**config.mk**
```make
export PLATFORM = sky130hd
export DESIGN_NAME = wb_counter_bank
export DESIGN_NICKNAME = d
export VERILOG_FILES = /design/src/rtl/wb_counter_bank.sv
export SDC_FILE = /design/constraint.sdc
export NUM_CORES = 1
export LEC_CHECK = 0
export BUFFER_PORTS_ARGS = -buffer_cell sky130_fd_sc_hd__buf_2
export CORE_ASPECT_RATIO = 0.7
export CORE_UTILIZATION = 63
export DETAILED_ROUTE_END_ITERATION = 8
export PLACE_DENSITY = 0.87
export SLEW_MARGIN = 20
export SYNTH_ARGS = -nofsm -noshare
export SYNTH_HDL_FRONTEND = slang
export SYNTH_SLANG_ARGS = --single-unit
```
**constraint.sdc**
```tcl
create_clock -name wb_clk_i -period 6.5 [get_ports wb_clk_i]
set_input_delay 0.325 -clock wb_clk_i [delete_from_list [all_inputs] [get_ports wb_clk_i]]
set_output_delay 0.325 -clock wb_clk_i [all_outputs]
set_load 0.02 [all_outputs]
```
**src/rtl/wb_counter_bank.sv**
```systemverilog
// Wishbone-mapped bank of CHANNELS up/down counters with limit, one-shot mode and sticky TC interrupt.
// Optional per-channel 8-bit prescaler when PRESCALER_EN is defined.
module wb_counter_bank #(
   parameter int BITS     = 16,
   parameter int CHANNELS = 4
) (
   input  logic                       wb_clk_i,
   input  logic                       wb_rst_i,
   input  logic                       wbs_cyc_i,
   input  logic                       wbs_stb_i,
   input  logic                       wbs_we_i,
   input  logic [3:0]                 wbs_sel_i,
   input  logic [31:0]                wbs_adr_i,
   input  logic [31:0]                wbs_dat_i,
   output logic                       wbs_ack_o,
   output logic [31:0]                wbs_dat_o,
   input  logic [CHANNELS-1:0]        la_wr_i,
   input  logic [BITS-1:0]            la_val_i,
   output logic [CHANNELS*BITS-1:0]   count_o,
   output logic [CHANNELS-1:0]        irq_o
);

   logic        fire;
   logic [1:0]  ch;
   logic [1:0]  rg;
   logic [31:0] rd_word [4];
   logic        unused_bits;

   // A request is accepted only while ack is low, giving one ack every other cycle.
   assign fire        = wbs_cyc_i & wbs_stb_i & ~wbs_ack_o;
   assign ch          = wbs_adr_i[5:4];
   assign rg          = wbs_adr_i[3:2];
   assign unused_bits = ^{wbs_adr_i[31:6], wbs_adr_i[1:0], wbs_dat_i};

   function automatic logic [BITS-1:0] lane_merge(input logic [BITS-1:0] old,
                                                  input logic [31:0]     d,
                                                  input logic [3:0]      sel);
      logic [BITS-1:0] r;
      for (int i = 0; i < BITS; i++)
         r[i] = sel[i/8] ? d[i] : old[i];
      return r;
   endfunction

   always_ff @(posedge wb_clk_i) begin
      if (wb_rst_i) begin
         wbs_ack_o <= 1'b0;
         wbs_dat_o <= '0;
      end else begin
         wbs_ack_o <= fire;
         if (fire)
            wbs_dat_o <= wbs_we_i ? '0 : rd_word[ch];
      end
   end

   for (genvar c = 0; c < 4; c++) begin : g_ch
      if (c < CHANNELS) begin : g_on
         logic [BITS-1:0] count, limit;
         logic            en, dir, oneshot, irq_en, tc;
         logic            wr, wr_ctrl, wr_count, wr_limit, wr_stat;
         logic            tick, at_term;
         logic [7:0]      presc_rd;
         logic [31:0]     ctrl_word;

         assign wr       = fire & wbs_we_i & (ch == 2'(c));
         assign wr_ctrl  = wr & (rg == 2'd0);
         assign wr_count = wr & (rg == 2'd1);
         assign wr_limit = wr & (rg == 2'd2);
         assign wr_stat  = wr & (rg == 2'd3);
         assign at_term  = dir ? (count == '0) : (count == limit);

`ifdef PRESCALER_EN
         logic [7:0] presc, psc;
         assign presc_rd = presc;
         assign tick     = en & (psc == presc);

         always_ff @(posedge wb_clk_i) begin
            if (wb_rst_i) begin
               presc <= '0;
               psc   <= '0;
            end else begin
               if (wr_ctrl && wbs_sel_i[1])
                  presc <= wbs_dat_i[15:8];
               if (wr_ctrl || wr_count || !en || psc == presc)
                  psc <= '0;
               else
                  psc <= psc + 8'd1;
            end
         end
`else
         assign presc_rd = 8'd0;
         assign tick     = en;
`endif

         assign ctrl_word = {16'd0, presc_rd, 4'd0, irq_en, oneshot, dir, en};

         always_comb begin
            rd_word[c] = '0;
            case (rg)
               2'd0: rd_word[c] = ctrl_word;
               2'd1: rd_word[c] = 32'(count);
               2'd2: rd_word[c] = 32'(limit);
               2'd3: rd_word[c] = {30'd0, en, tc};
            endcase
         end

         always_ff @(posedge wb_clk_i) begin
            if (wb_rst_i) begin
               count   <= '0;
               limit   <= '1;
               en      <= 1'b0;
               dir     <= 1'b0;
               oneshot <= 1'b0;
               irq_en  <= 1'b0;
               tc      <= 1'b0;
            end else begin
               if (wr_ctrl && wbs_sel_i[0])
                  {irq_en, oneshot, dir, en} <= wbs_dat_i[3:0];
               if (wr_limit)
                  limit <= lane_merge(limit, wbs_dat_i, wbs_sel_i);
               if (wr_stat && wbs_sel_i[0] && wbs_dat_i[0])
                  tc <= 1'b0;
               // Writes to COUNT/CTRL and LA loads discard the step; a TC set
               // below overrides a same-cycle W1C.
               if (wr_count)
                  count <= lane_merge(count, wbs_dat_i, wbs_sel_i);
               else if (la_wr_i[c])
                  count <= la_val_i;
               else if (tick && !wr_ctrl) begin
                  if (at_term) begin
                     tc <= 1'b1;
                     if (oneshot)
                        en <= 1'b0;
                     else
                        count <= dir ? limit : '0;
                  end else begin
                     count <= dir ? count - 1'b1 : count + 1'b1;
                  end
               end
            end
         end

         assign count_o[c*BITS +: BITS] = count;
         assign irq_o[c]                = tc & irq_en;
      end else begin : g_off
         assign rd_word[c] = '0;
      end
   end

endmodule

```
==> reports/metrics.csv, run 1 <==
metric,value,unit
wire length per cell,25.4,um
Max transition margin,0.297,
crit share post-route,0.531,
worst slack at placement,2.78,ns
placed insts,1888,
sequential share of the synthesized area,0.262,
DR vias,13900,
root buffer cell,clkbuf_16,
DR vias/cell,7.20,
number of flops mapped to enable cells by yosys,0,
CORE AREA,19200,sq um
first-pass GRT wire length,72700,um
Tightest Hold Check Type,input pin to flip-flop,
static leakage,5.47,nW
highest-count cells in the layout ignoring fill and taps,"dfxtp_1, nand2_1, buf_2, nor2_1, a21oi_1",
clk_skew,0.0104,ns
CTS tree,yes,
share of layout cells above drive strength 1,0.135,
ratio of total power to cell area,197,nW/um^2
Peak supply drop,0.155,mV
gpl congestion,1.09,
Post-Synthesis Cells,1589,
Synth cell types,87,
Hold Slack,0.250,ns
DRT Wirelength,48800,um
drt first-iter violations,2358,
post-layout min period,3.45,ns
critical path arrival,3.83,ns
Ys Warns,0,
Num Clock Sinks,165,
CTS Hold Bufs,0,
CTS resizes,0,
predominant post-synthesis flop cell,dfxtp_1,
final setup violating endpoints,0,
Skew-Pair Late Insertion Delay,0.45,ns
HPWL after DPL,33600,um
Seq cells post-synth,165,
PortBufs,131,
die area,20600,sq um
Fin. Hold Viols,0,
CP endpoint kind,flip-flop,
non-filler cells in the finished layout,1926,
number of buffers created by CTS,17,
GRT Overall Usage,0.473,
run status,finished clean,
Crit path required time,6.87,ns
MaxCap Viol Count,0,
startpoint types,flip-flop,
Post-route DRC,0,
fmax,290,MHz
IO Count,194,
Congestion Overflow GR,0,
Clock transition at path regs,0.07,ns
RSZ-0062 raised after global routing,no,
Multi-input gate area,8710,sq um
"most common cell after layout, fill and taps aside",dfxtp_1,
site row count,42,
die height,120,um
Die Span X,171,um
Initial Utilization,0.655,
Routed Antenna Nets,0,
"FFs w/ async S/R, synth",0,
Final #Nets,1796,
synthesized area,12600,sq um
Slew @ Worst Pin,1.05,ns
drt pass-1 iters,9,
clk buf depth,2,
synth-to-layout area growth,9.51,%
setup bufs post-CTS,0,
H-tree depth,4,
Final Util,0.717,
type of the worst setup path,flip-flop to flip-flop,
filler cell count,1545,
Reg area,3300,sq um
vias in the first global route,12300,
fin. max-slew vios,0,
initial antenna violation count,7,
post-route setup TNS,0,ns
Synth Area per Inst,7.93,sq um
CP max FO,17,
largest net degree at the start of global routing,66,
Setup WS post-layout,3.05,ns
-- cells in the mapped netlist, drive strengths merged, types with 4 or more instances --
library cell / instances / area share
o21ai: 97 / 0.039
mux2: 5 / 0.0051
buf: 45 / 0.022
o311a: 4 / 0.0032
or4: 13 / 0.0077
nor4b: 4 / 0.0040
a21o: 19 / 0.011
a221oi: 65 / 0.045
xnor2: 67 / 0.047
fa: 4 / 0.0064
nor4: 21 / 0.013
nand4: 15 / 0.0075
and2: 9 / 0.0045
a21oi: 115 / 0.047
mux2i: 89 / 0.071
clkbuf: 79 / 0.024
dfxtp: 165 / 0.26
a2111oi: 5 / 0.0056
inv: 23 / 0.0069
ha: 56 / 0.056
and3: 18 / 0.0089
a22oi: 5 / 0.0030
a211oi: 43 / 0.026
o21bai: 5 / 0.0033
o211ai: 39 / 0.023
o22ai: 5 / 0.0030
nand2b: 14 / 0.0070
a311oi: 9 / 0.0063
nand3: 52 / 0.021
nor2: 119 / 0.037
o21a: 8 / 0.0048
nor3: 44 / 0.018
or3: 7 / 0.0035
a31oi: 38 / 0.019
xor2: 48 / 0.033
nand2: 161 / 0.048
or2: 11 / 0.0055
nor2b: 14 / 0.0070
o31ai: 5 / 0.0030
-- worst max-delay path: stages (launching register included) --
cell      delay [ns]
dfxtp_1         0.67
buf_4           0.34
nor4b_4         0.81
a21o_1          0.53
a31oi_1         0.28
mux2_4          0.41
nand2b_1        0.18
a21oi_1         0.15
-- where the power goes --
group | internal [mW] | leakage, nW | switching (mW)
Clock | 0.549 | 0.285 | 0.505
Sequential | 1.04 | 1.35 | 0.0823
Combinational | 0.177 | 3.83 | 0.357
-- layer usage --
| layer | wire, um | track usage | vias to the layer above |
|---|---|---|---|
| li1 | - | - | 6044 |
| met1 | 18800 | 0.631 | 6431 |
| met2 | 19100 | 0.642 | 1127 |
| met3 | 7830 | 0.185 | 264 |
| met4 | 3070 | 0.267 | 2 |
| met5 | 15 | 0 | - |
-- final cells by class --
cell class	instances	area share
sequential	165	0.240
tap	264	0.0240
multi-input combinational	1291	0.631
clock buffer	18	0.0311
inverter	24	0.00653
clock inverter	14	0.0117
antenna	6	0.00109
timing repair buffer	144	0.0546
-- stage by stage --
step                      instance area (sq um)  power [mW]
after floorplan                           12600        1.47
after global placement                    13200        1.64
after detailed placement                  13200        1.65
after CTS                                 13800        2.67
after global routing                      13800        2.77
final                                     13800        2.72
-- kinds of logic (layout without fill, tap and decap cells) --
kind of cell,Yosys count,count (layout),share of synthesized area
xor+xnor,115,115,0.0800
other cells,1,22,0.000298
fa+ha+maj,60,60,0.0620
flops,165,165,0.262
simple gates,512,512,0.199
compound gates,492,492,0.264
buf+inv,148,200,0.0525
mux,96,96,0.0794
-- registers in the layout (all words and copies together), names as in the netlist --
signal             flops
g_ch.g_on.en           4
wbs_dat_o             16
g_ch.g_on.tc           4
wbs_ack_o              1
g_ch.g_on.count       64
g_ch.g_on.oneshot      4
g_ch.g_on.limit       64
g_ch.g_on.irq_en       4
g_ch.g_on.dir          4
-- final timing paths --
path | startpoint | end | slack, ns | cells after the start
worst max register to register | g_ch[2].g_on.dir$_SDFFE_PP0N_ | g_ch[2].g_on.count[0]$_SDFFE_PP0P_ | 3.05 | 7
worst max-delay path | g_ch[2].g_on.dir$_SDFFE_PP0N_ | g_ch[2].g_on.count[0]$_SDFFE_PP0P_ | 3.05 | 7
worst min register to register | wbs_dat_o[1]$_SDFFE_PP0N_ | wbs_dat_o[1]$_SDFFE_PP0N_ | 0.49 | 2
worst min-delay path | wbs_dat_i[0] | g_ch[0].g_on.limit[0]$_SDFFE_PP1P_ | 0.25 | 3
Power figures use the tool's default switching activity.
==> inputs of run 2 (changes only) <==
- ABC_AREA: unset -> 1
- CORE_UTILIZATION: 63 -> 54
- PLACE_DENSITY: 0.87 -> 0.78
- clock period: 6.5 -> 2.9 ns (I/O delays scaled with it)
==> run 2 against run 1 <==
Compared with the run above: hold slack worse by 0.15 ns; die area is 38% higher; area after synthesis is 19% higher.
==> reports/metrics.csv, run 2 <==
metric,value,unit,change
Reg2Reg Depth,10,,+3
CORE AREA,27000,sq um,+40%
CTS resizes,0,,unchanged
CP max stage cell,nand2_1,,
clk_skew,0.0160,ns,+0.00555 ns
CP max FO,21,,+4
Worst Setup EP,g_ch[3].g_on.count[8]$_SDFFE_PP0P_,,
top-count cell post-synth,nand2_1,,
CP top delay family,simple AND/OR/NAND/NOR gates,,
root buffer cell,clkbuf_16,,
Crit path required time,3.24,ns,-3.63 ns
crit share post-route,0.852,,+0.321
Slew @ Worst Pin,0.858,ns,-0.194 ns
ratio of total power to cell area,380,nW/um^2,+93%
Skew-Pair Late Insertion Delay,0.46,ns,about the same
largest net degree at the start of global routing,60,,-9.1%
largest family of logic cells by synthesized area,simple AND/OR/NAND/NOR gates,,
first-pass GRT wire length,94800,um,+30%
most frequent CP cell,nand2_1,,
die height,141,um,+17%
Fin. Hold Viols,0,,unchanged
Max transition margin,0.428,,+0.132
Largest regs,"g_ch.g_on.count x64, g_ch.g_on.limit x64, wbs_dat_o x16",,
"most common cell after layout, fill and taps aside",nand2_1,,
initial antenna violation count,5,,-2
share of layout cells above drive strength 1,0.0996,,-0.0357
synthesized area,14900,sq um,+19%
Synth cell types,49,,-44%
predominant post-synthesis flop cell,dfxtp_1,,
Routed Antenna Nets,0,,unchanged
run status,finished clean,,
critical path arrival,2.82,ns,-1.01 ns
critical path depth,10,,+3
wire length per cell,20.3,um,-20%
Num Clock Sinks,165,,unchanged
buffers and inverters on the worst path,2,,+1
Final #Nets,2873,,+60%
Compound-Gate Fraction of Synth Area,0.166,,-0.0982
number of flops mapped to enable cells by yosys,0,,unchanged
Post-route DRC,0,,unchanged
highest-count cells in the layout ignoring fill and taps,"nand2_1, inv_1, nor2_1, dfxtp_1, a21oi_1",,
Die Span X,201,um,+17%
site row count,50,,+19%
Peak supply drop,0.439,mV,+180%
DR vias/cell,5.89,,-18%
fmax,405,MHz,+40%
CP endpoint kind,flip-flop,,
H-tree depth,4,,unchanged
Yosys top cell by area,nand2_1,,
Setup WS post-layout,0.429,ns,-2.62 ns
post-layout min period,2.47,ns,-0.983 ns
startpoint types,flip-flop,,
vias in the first global route,15900,,+29%
IO Count,194,,unchanged
post-route setup TNS,0,ns,unchanged
GRT Overall Usage,0.440,,-0.0329
post-synthesis share of cell area spent on xor and xnor gates,0.0194,,-0.0606
Total Power,6.27,mW,+130%
DRT Wirelength,62800,um,+29%
Synth Area per Inst,5.71,sq um,-28%
non-filler cells in the finished layout,3100,,+61%
Seq cells post-synth,165,,unchanged
die area,28300,sq um,+38%
Yosys top cell area share,0.244,,-0.0179
HP Start,wbs_dat_i[5],,
drt first-iter violations,2459,,+4.3%
final setup violating endpoints,0,,unchanged
setup bufs post-CTS,0,,unchanged
crit path from,g_ch[3].g_on.dir$_SDFFE_PP0N_,,
synth top area cells,"nand2_1, dfxtp_1, inv_1, nor2_1, a21oi_1",,
Simple-Gate Fraction of Synth Area,0.414,,+0.215
Worst R2R Setup Slack,0.43,ns,-2.62 ns
sequential share of the synthesized area,0.221,,-0.0410
type of the worst setup path,flip-flop to flip-flop,,
Synth top cells by count,"nand2_1, inv_1, nor2_1",,
MaxCap Viol Count,0,,unchanged
Adder-Cell Fraction of Synth Area,0.0523,,-0.00969
static leakage,9.08,nW,+66%
Post-Synthesis Cells,2615,,+65%
Clock transition at path regs,0.07,ns,about the same
drt pass-1 iters,6,,-3
reg2reg start,g_ch[3].g_on.dir$_SDFFE_PP0N_,,
number of buffers created by CTS,17,,unchanged
Ys Warns,0,,unchanged
Tightest Hold Check Type,input pin to flip-flop,,
fin. max-slew vios,0,,unchanged
mux share of post-synthesis cell area,0,,-0.0794
clk buf depth,2,,unchanged
CTS Hold Bufs,0,,unchanged
RSZ-0062 raised after global routing,no,,
CP peak stage delay,0.43,ns,-0.38 ns
Congestion Overflow GR,0,,unchanged
gpl congestion,1.03,,-5.5%
R2R Path End,g_ch[3].g_on.count[8]$_SDFFE_PP0P_,,
Initial Utilization,0.554,,-0.101
PortBufs,131,,unchanged
HPWL after DPL,47000,um,+40%
CTS tree,yes,,
synth-to-layout area growth,10.4,%,
placed insts,3065,,+62%
worst slack at placement,0.507,ns,-2.28 ns
DR vias,18300,,+32%
"FFs w/ async S/R, synth",0,,unchanged
crit-path cells,buf_4 -> nand2_1 -> nor4_1 -> nand3_1 -> nand2_1 -> nand3_1 -> nand2_1 -> inv_1 -> o21ai_0 -> a21oi_1,,
[run 2: worst min path at each step]
stage / to / cells past startpoint
6_report: g_ch[3].g_on.limit[5]$_SDFFE_PP1P_ / 3
5_1_grt: g_ch[2].g_on.limit[5]$_SDFFE_PP1P_ / 3
4_1_cts: g_ch[3].g_on.limit[5]$_SDFFE_PP1P_ / 3
3_5_place_dp: wbs_dat_o[10]$_SDFFE_PP0N_ / 2
3_3_place_gp: wbs_dat_o[6]$_SDFFE_PP0N_ / 2
2_1_floorplan: g_ch[0].g_on.limit[1]$_SDFFE_PP1P_ / 2
[run 2: cell type report]
type / count / area, sq um
diodes: 4 / 10.0
inverters: 356 / 1340
clock inverters: 8 / 76.3
fillers: 2751 / 10500
clock buffers: 23 / 478
flip-flops and latches: 165 / 3300
repair buffers: 180 / 1040
well taps: 364 / 455
multi-input cells: 2000 / 9790
[run 2: power by group]
part	internal [mW]	switching (mW)	leakage (nW)	total, mW
registers	2.34	0.144	1.35	2.49
logic	0.433	1.08	7.46	1.52
clock network	1.24	1.02	0.265	2.27
total	4.02	2.25	9.08	6.27
[run 2: per-layer routing]
metal,share of wire,GRT usage,vias to the layer above
met2,0.38,0.591,1214
met1,0.42,0.634,8287
met4,0.038,0.182,2
met3,0.16,0.143,161
met5,0.00021,0,-
li1,-,-,8594
[run 2: through the flow]
step | instance area, sq um | util | hold WS (ns)
after floorplan | 15000 | - | 0.275
after global placement | 15900 | 0.590 | 0.468
after detailed placement | 15900 | 0.590 | 0.480
after CTS | 16500 | 0.611 | 0.0753
after global routing | 16500 | 0.611 | 0.0956
final | 16500 | 0.611 | 0.0953
[run 2: logic make-up after synthesis]
kind of cell,count (synthesis)
adder cells (fa/ha/maj),60
other,1
flip-flops,165
XOR/XNOR,33
AO/OA/AOI/OAI,402
AND/OR/NAND/NOR,1489
buffers and inverters,465
[run 2: tightest hold or removal path: stages]
cell and delay (ns):
buf_2 0.19, nand2_1 0.10, o211ai_1 0.07
